--- config.mk ---
export PLATFORM = sky130hd
export DESIGN_NAME = multicycle_ctrl_flat
export DESIGN_NICKNAME = d
export VERILOG_FILES = /design/src/rtl/multicycle_ctrl_if.sv /design/src/rtl/multicycle_ctrl.sv /design/src/flat_wrapper.sv
export SDC_FILE = /design/constraint.sdc
export NUM_CORES = 1
export LEC_CHECK = 0
export ABC_CLOCK_PERIOD_IN_PS = 1830
export BUFFER_PORTS_ARGS = -buffer_cell sky130_fd_sc_hd__buf_2
export CAP_MARGIN = 20
export CORE_MARGIN = 2
export CORE_UTILIZATION = 40
export DETAILED_ROUTE_END_ITERATION = 16
export PLACE_DENSITY = 0.8
export SYNTH_ARGS = -nofsm -noshare
export SYNTH_HDL_FRONTEND = slang
export SYNTH_SLANG_ARGS = --single-unit
--- constraint.sdc ---
create_clock -name cpu_clk -period 1.83 [get_ports cpu_clk]
set_clock_uncertainty 0.1 [all_clocks]
set_input_delay 0.183 -clock cpu_clk [delete_from_list [all_inputs] [get_ports cpu_clk]]
set_output_delay 0.183 -clock cpu_clk [all_outputs]
set_load 0.005 [all_outputs]
--- src/rtl/multicycle_ctrl_if.sv ---
// Datapath/memory handshake bundle for the multi-cycle sequencer.
// master = the sequencer, slave = datapath and memories that respond to it.
interface multicycle_ctrl_if;
    logic [6:0]  opcode;
    logic        branch_taken;
    logic        imem_ready;
    logic        dmem_ready;
    logic        imem_req;
    logic        dmem_req;
    logic        ram_we;
    logic        ir_we;
    logic        mdr_we;
    logic        rf_we;
    logic        pc_we;
    logic        pc_take;
    logic        instr_done;
    logic [2:0]  state;
    logic        fault;
    logic [31:0] cycle_cnt;
    logic [31:0] instret_cnt;

    modport master (
        input  opcode, branch_taken, imem_ready, dmem_ready,
        output imem_req, dmem_req, ram_we, ir_we, mdr_we, rf_we, pc_we,
               pc_take, instr_done, state, fault, cycle_cnt, instret_cnt
    );

    modport slave (
        output opcode, branch_taken, imem_ready, dmem_ready,
        input  imem_req, dmem_req, ram_we, ir_we, mdr_we, rf_we, pc_we,
               pc_take, instr_done, state, fault, cycle_cnt, instret_cnt
    );
endinterface

--- src/rtl/multicycle_ctrl.sv ---
// FETCH/DECODE/EXEC/MEM/WB sequencer deciding when each datapath register is written.
// Define MC_PERF_CNT_EN to build the cycle and retired-instruction counters.
module multicycle_ctrl #(
    parameter int IMEM_WAIT_MAX = 15
) (
    input  logic              cpu_clk,
    input  logic              cpu_rst,
    multicycle_ctrl_if.master bus
);
    typedef enum logic [2:0] {
        S_FETCH  = 3'd0,
        S_DECODE = 3'd1,
        S_EXEC   = 3'd2,
        S_MEM    = 3'd3,
        S_WB     = 3'd4,
        S_HALT   = 3'd5
    } state_e;

    localparam logic [6:0] OP_R    = 7'b0110011;
    localparam logic [6:0] OP_I    = 7'b0010011;
    localparam logic [6:0] OP_LOAD = 7'b0000011;
    localparam logic [6:0] OP_S    = 7'b0100011;
    localparam logic [6:0] OP_B    = 7'b1100011;
    localparam logic [6:0] OP_LUI  = 7'b0110111;
    localparam logic [6:0] OP_JAL  = 7'b1101111;
    localparam logic [6:0] OP_JALR = 7'b1100111;
    localparam logic [3:0] WAIT_MAX = 4'(IMEM_WAIT_MAX);

    state_e     state_q, state_d;
    logic       fault_q, fault_d;
    logic [3:0] wait_q, wait_d;
    logic [3:0] wait_inc;

    logic op_legal, op_branch, op_load, op_store;
    logic imem_req, dmem_req, ram_we, ir_we, mdr_we, rf_we, pc_we, pc_take, instr_done;

    always_comb begin
        op_branch = (bus.opcode == OP_B);
        op_load   = (bus.opcode == OP_LOAD);
        op_store  = (bus.opcode == OP_S);
        op_legal  = (bus.opcode == OP_R)   || (bus.opcode == OP_I)   || op_load  ||
                    op_store               || op_branch              ||
                    (bus.opcode == OP_LUI) || (bus.opcode == OP_JAL) ||
                    (bus.opcode == OP_JALR);
    end

    assign wait_inc = wait_q + 4'd1;

    always_comb begin
        state_d    = state_q;
        fault_d    = fault_q;
        wait_d     = wait_q;
        imem_req   = 1'b0;
        dmem_req   = 1'b0;
        ram_we     = 1'b0;
        ir_we      = 1'b0;
        mdr_we     = 1'b0;
        rf_we      = 1'b0;
        pc_we      = 1'b0;
        pc_take    = 1'b0;
        instr_done = 1'b0;
        case (state_q)
            S_FETCH: begin
                imem_req = 1'b1;
                if (bus.imem_ready) begin
                    ir_we   = 1'b1;
                    state_d = S_DECODE;
                    wait_d  = '0;
                end else if (wait_inc == WAIT_MAX) begin
                    fault_d = 1'b1;
                    state_d = S_HALT;
                    wait_d  = '0;
                end else begin
                    wait_d = wait_inc;
                end
            end
            S_DECODE: begin
                if (!op_legal) begin
                    fault_d = 1'b1;
                    state_d = S_HALT;
                end else begin
                    state_d = S_EXEC;
                end
            end
            S_EXEC: begin
                if (op_branch) begin
                    pc_we      = 1'b1;
                    pc_take    = bus.branch_taken;
                    instr_done = 1'b1;
                    state_d    = S_FETCH;
                end else if (op_load || op_store) begin
                    state_d = S_MEM;
                end else begin
                    state_d = S_WB;
                end
            end
            S_MEM: begin
                dmem_req = 1'b1;
                ram_we   = op_store;
                if (bus.dmem_ready) begin
                    if (op_store) begin
                        pc_we      = 1'b1;
                        instr_done = 1'b1;
                        state_d    = S_FETCH;
                    end else begin
                        mdr_we  = 1'b1;
                        state_d = S_WB;
                    end
                end
            end
            S_WB: begin
                rf_we      = 1'b1;
                pc_we      = 1'b1;
                instr_done = 1'b1;
                state_d    = S_FETCH;
            end
            default: ;
        endcase
        // Reset cycle must never commit anything, even mid-instruction.
        if (cpu_rst) begin
            imem_req   = 1'b0;
            dmem_req   = 1'b0;
            ram_we     = 1'b0;
            ir_we      = 1'b0;
            mdr_we     = 1'b0;
            rf_we      = 1'b0;
            pc_we      = 1'b0;
            pc_take    = 1'b0;
            instr_done = 1'b0;
        end
    end

    always_ff @(posedge cpu_clk) begin
        if (cpu_rst) begin
            state_q <= S_FETCH;
            fault_q <= 1'b0;
            wait_q  <= '0;
        end else begin
            state_q <= state_d;
            fault_q <= fault_d;
            wait_q  <= wait_d;
        end
    end

    assign bus.imem_req   = imem_req;
    assign bus.dmem_req   = dmem_req;
    assign bus.ram_we     = ram_we;
    assign bus.ir_we      = ir_we;
    assign bus.mdr_we     = mdr_we;
    assign bus.rf_we      = rf_we;
    assign bus.pc_we      = pc_we;
    assign bus.pc_take    = pc_take;
    assign bus.instr_done = instr_done;
    assign bus.state      = state_q;
    assign bus.fault      = fault_q;

`ifdef MC_PERF_CNT_EN
    logic [31:0] cycle_cnt_q, cycle_cnt_d;
    logic [31:0] instret_cnt_q, instret_cnt_d;

    always_comb begin
        cycle_cnt_d   = cycle_cnt_q;
        instret_cnt_d = instret_cnt_q;
        if (state_q != S_HALT) cycle_cnt_d = cycle_cnt_q + 32'd1;
        if (instr_done)        instret_cnt_d = instret_cnt_q + 32'd1;
    end

    always_ff @(posedge cpu_clk) begin
        if (cpu_rst) begin
            cycle_cnt_q   <= '0;
            instret_cnt_q <= '0;
        end else begin
            cycle_cnt_q   <= cycle_cnt_d;
            instret_cnt_q <= instret_cnt_d;
        end
    end

    assign bus.cycle_cnt   = cycle_cnt_q;
    assign bus.instret_cnt = instret_cnt_q;
`else
    assign bus.cycle_cnt   = '0;
    assign bus.instret_cnt = '0;
`endif
endmodule

--- src/flat_wrapper.sv ---
// flat-port wrapper written by rule: the top's interface ports become plain ports
module multicycle_ctrl_flat 
#(
    parameter int IMEM_WAIT_MAX = 15
)
  (cpu_clk, cpu_rst, bus_opcode, bus_branch_taken, bus_imem_ready, bus_dmem_ready, bus_imem_req, bus_dmem_req, bus_ram_we, bus_ir_we, bus_mdr_we, bus_rf_we, bus_pc_we, bus_pc_take, bus_instr_done, bus_state, bus_fault, bus_cycle_cnt, bus_instret_cnt);
  multicycle_ctrl_if bus_i ();
  input  logic cpu_clk;
  input  logic cpu_rst;
  input wire logic [$bits(bus_i.opcode)-1:0] bus_opcode;
  input wire logic [$bits(bus_i.branch_taken)-1:0] bus_branch_taken;
  input wire logic [$bits(bus_i.imem_ready)-1:0] bus_imem_ready;
  input wire logic [$bits(bus_i.dmem_ready)-1:0] bus_dmem_ready;
  output wire logic [$bits(bus_i.imem_req)-1:0] bus_imem_req;
  output wire logic [$bits(bus_i.dmem_req)-1:0] bus_dmem_req;
  output wire logic [$bits(bus_i.ram_we)-1:0] bus_ram_we;
  output wire logic [$bits(bus_i.ir_we)-1:0] bus_ir_we;
  output wire logic [$bits(bus_i.mdr_we)-1:0] bus_mdr_we;
  output wire logic [$bits(bus_i.rf_we)-1:0] bus_rf_we;
  output wire logic [$bits(bus_i.pc_we)-1:0] bus_pc_we;
  output wire logic [$bits(bus_i.pc_take)-1:0] bus_pc_take;
  output wire logic [$bits(bus_i.instr_done)-1:0] bus_instr_done;
  output wire logic [$bits(bus_i.state)-1:0] bus_state;
  output wire logic [$bits(bus_i.fault)-1:0] bus_fault;
  output wire logic [$bits(bus_i.cycle_cnt)-1:0] bus_cycle_cnt;
  output wire logic [$bits(bus_i.instret_cnt)-1:0] bus_instret_cnt;
  assign bus_i.opcode = bus_opcode;
  assign bus_i.branch_taken = bus_branch_taken;
  assign bus_i.imem_ready = bus_imem_ready;
  assign bus_i.dmem_ready = bus_dmem_ready;
  assign bus_imem_req = bus_i.imem_req;
  assign bus_dmem_req = bus_i.dmem_req;
  assign bus_ram_we = bus_i.ram_we;
  assign bus_ir_we = bus_i.ir_we;
  assign bus_mdr_we = bus_i.mdr_we;
  assign bus_rf_we = bus_i.rf_we;
  assign bus_pc_we = bus_i.pc_we;
  assign bus_pc_take = bus_i.pc_take;
  assign bus_instr_done = bus_i.instr_done;
  assign bus_state = bus_i.state;
  assign bus_fault = bus_i.fault;
  assign bus_cycle_cnt = bus_i.cycle_cnt;
  assign bus_instret_cnt = bus_i.instret_cnt;
  multicycle_ctrl #(.IMEM_WAIT_MAX(IMEM_WAIT_MAX)) u_core (.cpu_clk(cpu_clk), .cpu_rst(cpu_rst), .bus(bus_i));
endmodule
Word level (Yosys, flattened, before mapping)
Cells that the tools add are included.
Storage, ports and cells
  input port bits: 12
  RAM bits: 0
  ROM bits: 0
  bits in latches: 0
  memories kept: 0
  bits in registers: 8
  logic and storage cells: 72
Cells by class
  $lt $le $gt $ge: 0
  $add $sub $neg: 1
  bitwise operators: 0
  divide/modulo/power cells: 0
  mux-type cells: 37
  reductions and logical operators: 13
  multipliers: 0
  shifts and indexed selects: 0
  equality and inequality tests: 18
Operators by type and width (number)
  $mux W1: 25
  $eq A7 B6 Y1 const B: 3
  $eq A7 B7 Y1 const B: 3
  $mux W3: 7
  $pmux W3 S5: 1
  $logic_or A1 B1 Y1: 8
  $mux W4: 2
  $eq A7 B2 Y1 const B: 1
  $eq A7 B5 Y1 const B: 1
  $eq A3 B2 Y1 const B: 2
  $ne A2 B2 Y1 const B: 3
  $reduce_bool A5 Y1: 1
  $add A4 B1 Y4 const B: 1
  $eq A4 B4 Y1 const B: 1
  $reduce_and A4 Y1: 1
  $eq A3 B1 Y1 const B: 1
  $eq A3 B3 Y1 const B: 1
  $logic_not A3 Y1: 1
  $ne A3 B2 Y1 const B: 1
  $pmux W1 S3: 1
  $reduce_and A3 Y1: 1
  $ne A2 B1 Y1 const B: 1
  $pmux W1 S2: 1
  $reduce_bool A2 Y1: 1

Depth between registers and ports, before layout
  depth after elaboration: 10
  mapped depth: 7
  depth with buffers taken out: 7

Least setup slack after synthesis
No wires, ideal clock.
  path type: register to output
  start: register u_core.state_q[1], in the netlist u_core.bus.state[1]
  end: output bus_pc_we
  cell stages (with the launch flop): 5
  path slack: 0.187 ns
  data required time: 1.547 ns
  arrival time: 1.360 ns
  cell sequence: dfxtp_1 nand2b_1 or4_1 o22ai_1 buf_4
On the way
  longest elaborated chain between the ends: 3
RTL lines
  from (decl): line multicycle_ctrl.sv:29  | state_e state_q, state_d;
  from (signal assigned): line multicycle_ctrl.sv:139  | state_q <= state_d;
  $eq A3 B3 Y1 / $eq A3 B2 Y1 (equally long branches)
  $pmux W1 S3 *
  $mux W1 *
  to (decl): line flat_wrapper.sv:20  | output wire logic [$bits(bus_i.pc_we)-1:0] bus_pc_we;
Mark *: on every way between the ends. The rest lies on a longest branch, timed or not.

Worst setup path after layout
  start: register u_core.state_q[2], in the netlist u_core.bus.state[2]
  end: output bus_pc_we
On the way
  longest elaborated chain between the ends: 3
RTL lines
  $eq A3 B3 Y1 / $eq A3 B2 Y1 (equally long branches): line multicycle_ctrl.sv:62  | case (state_q)
  $pmux W1 S3 *: line multicycle_ctrl.sv:62
  $mux W1 *: line multicycle_ctrl.sv:120  | if (cpu_rst) begin
Marked as above.

==> flow_metrics.tcl <==
set metrics [dict create \
    status "complete, no violations" \
    start_util_pct 42.4 \
    p_seq_share_pct 38.4 \
    yosysSeqAreaShare_pct 13.6 \
    ff2ff_setup_slack_ns 0.16 \
    cp-end-kind "output pin" \
    synth_edf_count 0 \
    grt_usage_pct 11.4 \
    grt_pass1_wl_um 3080 \
    die_w_um 58.3 \
    min_to "u_core.wait_q[3]" \
    synth_fa_ha_area_share_pct 2.97 \
    p_per_area_nw_per_um2 512 \
    finalHoldViolCount 0 \
    hold_class "in -> reg" \
    cts-resized-gates 3 \
    first_pass_iters 4 \
    syn_area_um2 1180 \
    tns_ns 0 \
    num-fill-cells 314 \
    diodes 0 \
    synth_compound_area_share_pct 15.2 \
    route.detailed.drc 0 \
    power_uw 583 \
    share_comb_of_total_power_pct 38.0 \
    antenna_left 0 \
    cts_sinks 8 \
    fin_util_pct 40.9 \
    drt_iter0_markers 24 \
    worst-endpoint-required_ns 1.55 \
    holdCritStartpoint "cpu_rst" \
    holdWs_ns 0.193 \
    htree_levels 1 \
    synthXorXnorAreaFrac_pct 0 \
    synth_commonest_cells "buf_4, nor2_1, dfxtp_1, nand2_1, inv_1" \
    grt_pass1_vias 685 \
    p_leak_uw 0.000585 \
    cp_max_fo 9 \
    io_buffers 24 \
    multi_input_area_um2 742 \
    async_flop_share_pct 0 \
    rows 19 \
    max_freq_mhz 572 \
    synth-seq-cells 8 \
    yosys_warnings 0 \
    fp.dieH_um 58.3 \
    core-area_um2 2780 \
    grt_max_degree 13 \
    synth_top_family_by_area "buffers and inverters" \
    power.internal_uw 362 \
    cts_tree "yes" \
    switching_share_pct 37.9 \
    grt_overflow 0 \
    synth-main-ff-cell "dfxtp_1" \
    regArea_um2 169 \
    finalNonFillerCells 212 \
    dieArea_um2 3400 \
    r2r_cells 7 \
    hold_buffers 0 \
    peakVddDrop_uv 425 \
    fin_crit_sh_pct 95.5 \
    start_kind "register" \
    final_max_slew_viol_count 0 \
    syn_inst 156 \
    clk_latency_ns 0.26 \
    final_net_count 197 \
    antenna_found_initial 0 \
    synth_cell_types 40 \
    numCtsBuffers 3 \
    hpwl_um 1640 \
    io_pins 89 \
    finalCriticalPeriod_ns 1.75 \
    synth.area.top_cells "buf_4, dfxtp_1, nor2_1, nand2_1, ha_1" \
    switchingPower_uw 221 \
    muxShareOfSynthArea_pct 0.848 \
    clk_pin_slew_ns 0.05 \
    p_clk_share_pct 23.5 \
    synth_area_per_cell_um2 7.56 \
    r2r-start "u_core.wait_q[0]" \
    vias_per_cell 4.22 \
    final-setup-viol-count 0 \
    syn_to_final_growth_pct -3.61 \
    vias 894 \
    yosys.area_share.simple_pct 22.3 \
    place.gp.congestion 0.736 \
    drv_cap 0 \
    wl_per_cell_um 9.67 \
    synth_top_cell_area_share_pct 41.4 \
    clock_path_buffers 2 \
    holdPathStages 3 \
    wl_um 2050 \
    yosysTopAreaCell "buf_4" \
    placedCellCount 209 \
    synth_most_common_cell "buf_4" \
    setup.worst_path.class "reg -> out" \
    post_cts_buffers 0 \
    drive_gt1_share_pct 23.8 \
    cts_root_buffer "clkbuf_4" \
    cp_data_arrival_time_ns 1.46 \
    reg2reg_to "u_core.wait_q[3]" \
]
## registers in the layout, indices dropped and copies added (netlist names)
register          cells
u_core.bus.state      3
u_core.wait_q         4
u_core.bus.fault      1
## final cells by class
cell class / count / share of cell area, %
Timing Repair Buffer: 27 / 12.5
Sequential cell: 8 / 14.9
Tap cell: 31 / 3.41
Clock buffer: 3 / 1.98
Inverter: 6 / 1.98
Multi-Input combinational cell: 137 / 65.2
## how the worst max path moves through the flow
stage          cells after the start  slack, ns                 from             end
3_3_place_gp                       6       0.16        bus_opcode[4]       bus_pc_we
6_report                           3       0.08  u_core.bus.state[2]       bus_pc_we
5_1_grt                            4     -0.009  u_core.bus.state[1]  bus_instr_done
4_1_cts                            3       0.01  u_core.bus.state[2]       bus_pc_we
2_1_floorplan                      4       0.19  u_core.bus.state[1]       bus_pc_we
3_5_place_dp                       6       0.13        bus_opcode[4]       bus_pc_we
## power groups by stage
| stage | sequential [µW] | clock, µW | combinational [µW] |
|---|---|---|---|
| 6_report | 224 | 137 | 222 |
| 5_1_grt | 229 | 160 | 252 |
| 4_1_cts | 221 | 145 | 217 |
| 3_5_place_dp | 223 | 0 | 211 |
| 3_3_place_gp | 222 | 0 | 207 |
| 2_1_floorplan | 211 | 0 | 266 |
## layout by cell type (no fill, tap or decap), drive strengths merged, types with 3 or more instances in the layout
master  count
nor2       12
buf        27
a21oi       3
clkbuf      3
nand3       4
dfxtp       8
nor3        5
nand2       9
or3         3
o22ai       3
o21ai       4
inv         6
nor2b       3
a31oi       3
conb       64
## logic make-up after synthesis
family                     Yosys count
muxes                                1
adders and majority gates            3
buffers and inverters               74
DFF                                  8
and+or+nand+nor                     47
other                                1
AOI/OAI and AO/OA                   22
## stage by stage
step | instance area, µm² | setup slack (ns)
2_1_floorplan | 1420 | 0.187
3_3_place_gp | 1090 | 0.158
3_5_place_dp | 1090 | 0.133
4_1_cts | 1120 | 0.00980
5_1_grt | 1140 | -0.00879
6_report | 1140 | 0.0830
## metal layers
metal / part of all wire [%] / GRT usage [%] / vias to the layer above
li1: - / - / 444
met1: 43 / 15.0 / 404
met2: 48 / 17.8 / 42
met3: 8.0 / 3.74 / 4
met4: 0.93 / 2.99 / 0
met5: 0 / 0 / -
## worst max-delay path, cell delays in order (launching register included)
cell     delay (ns)
dfxtp_4        0.38
or4_4          0.55
o22ai_2        0.14
buf_2          0.14
(Power assumes the default switching activity.)
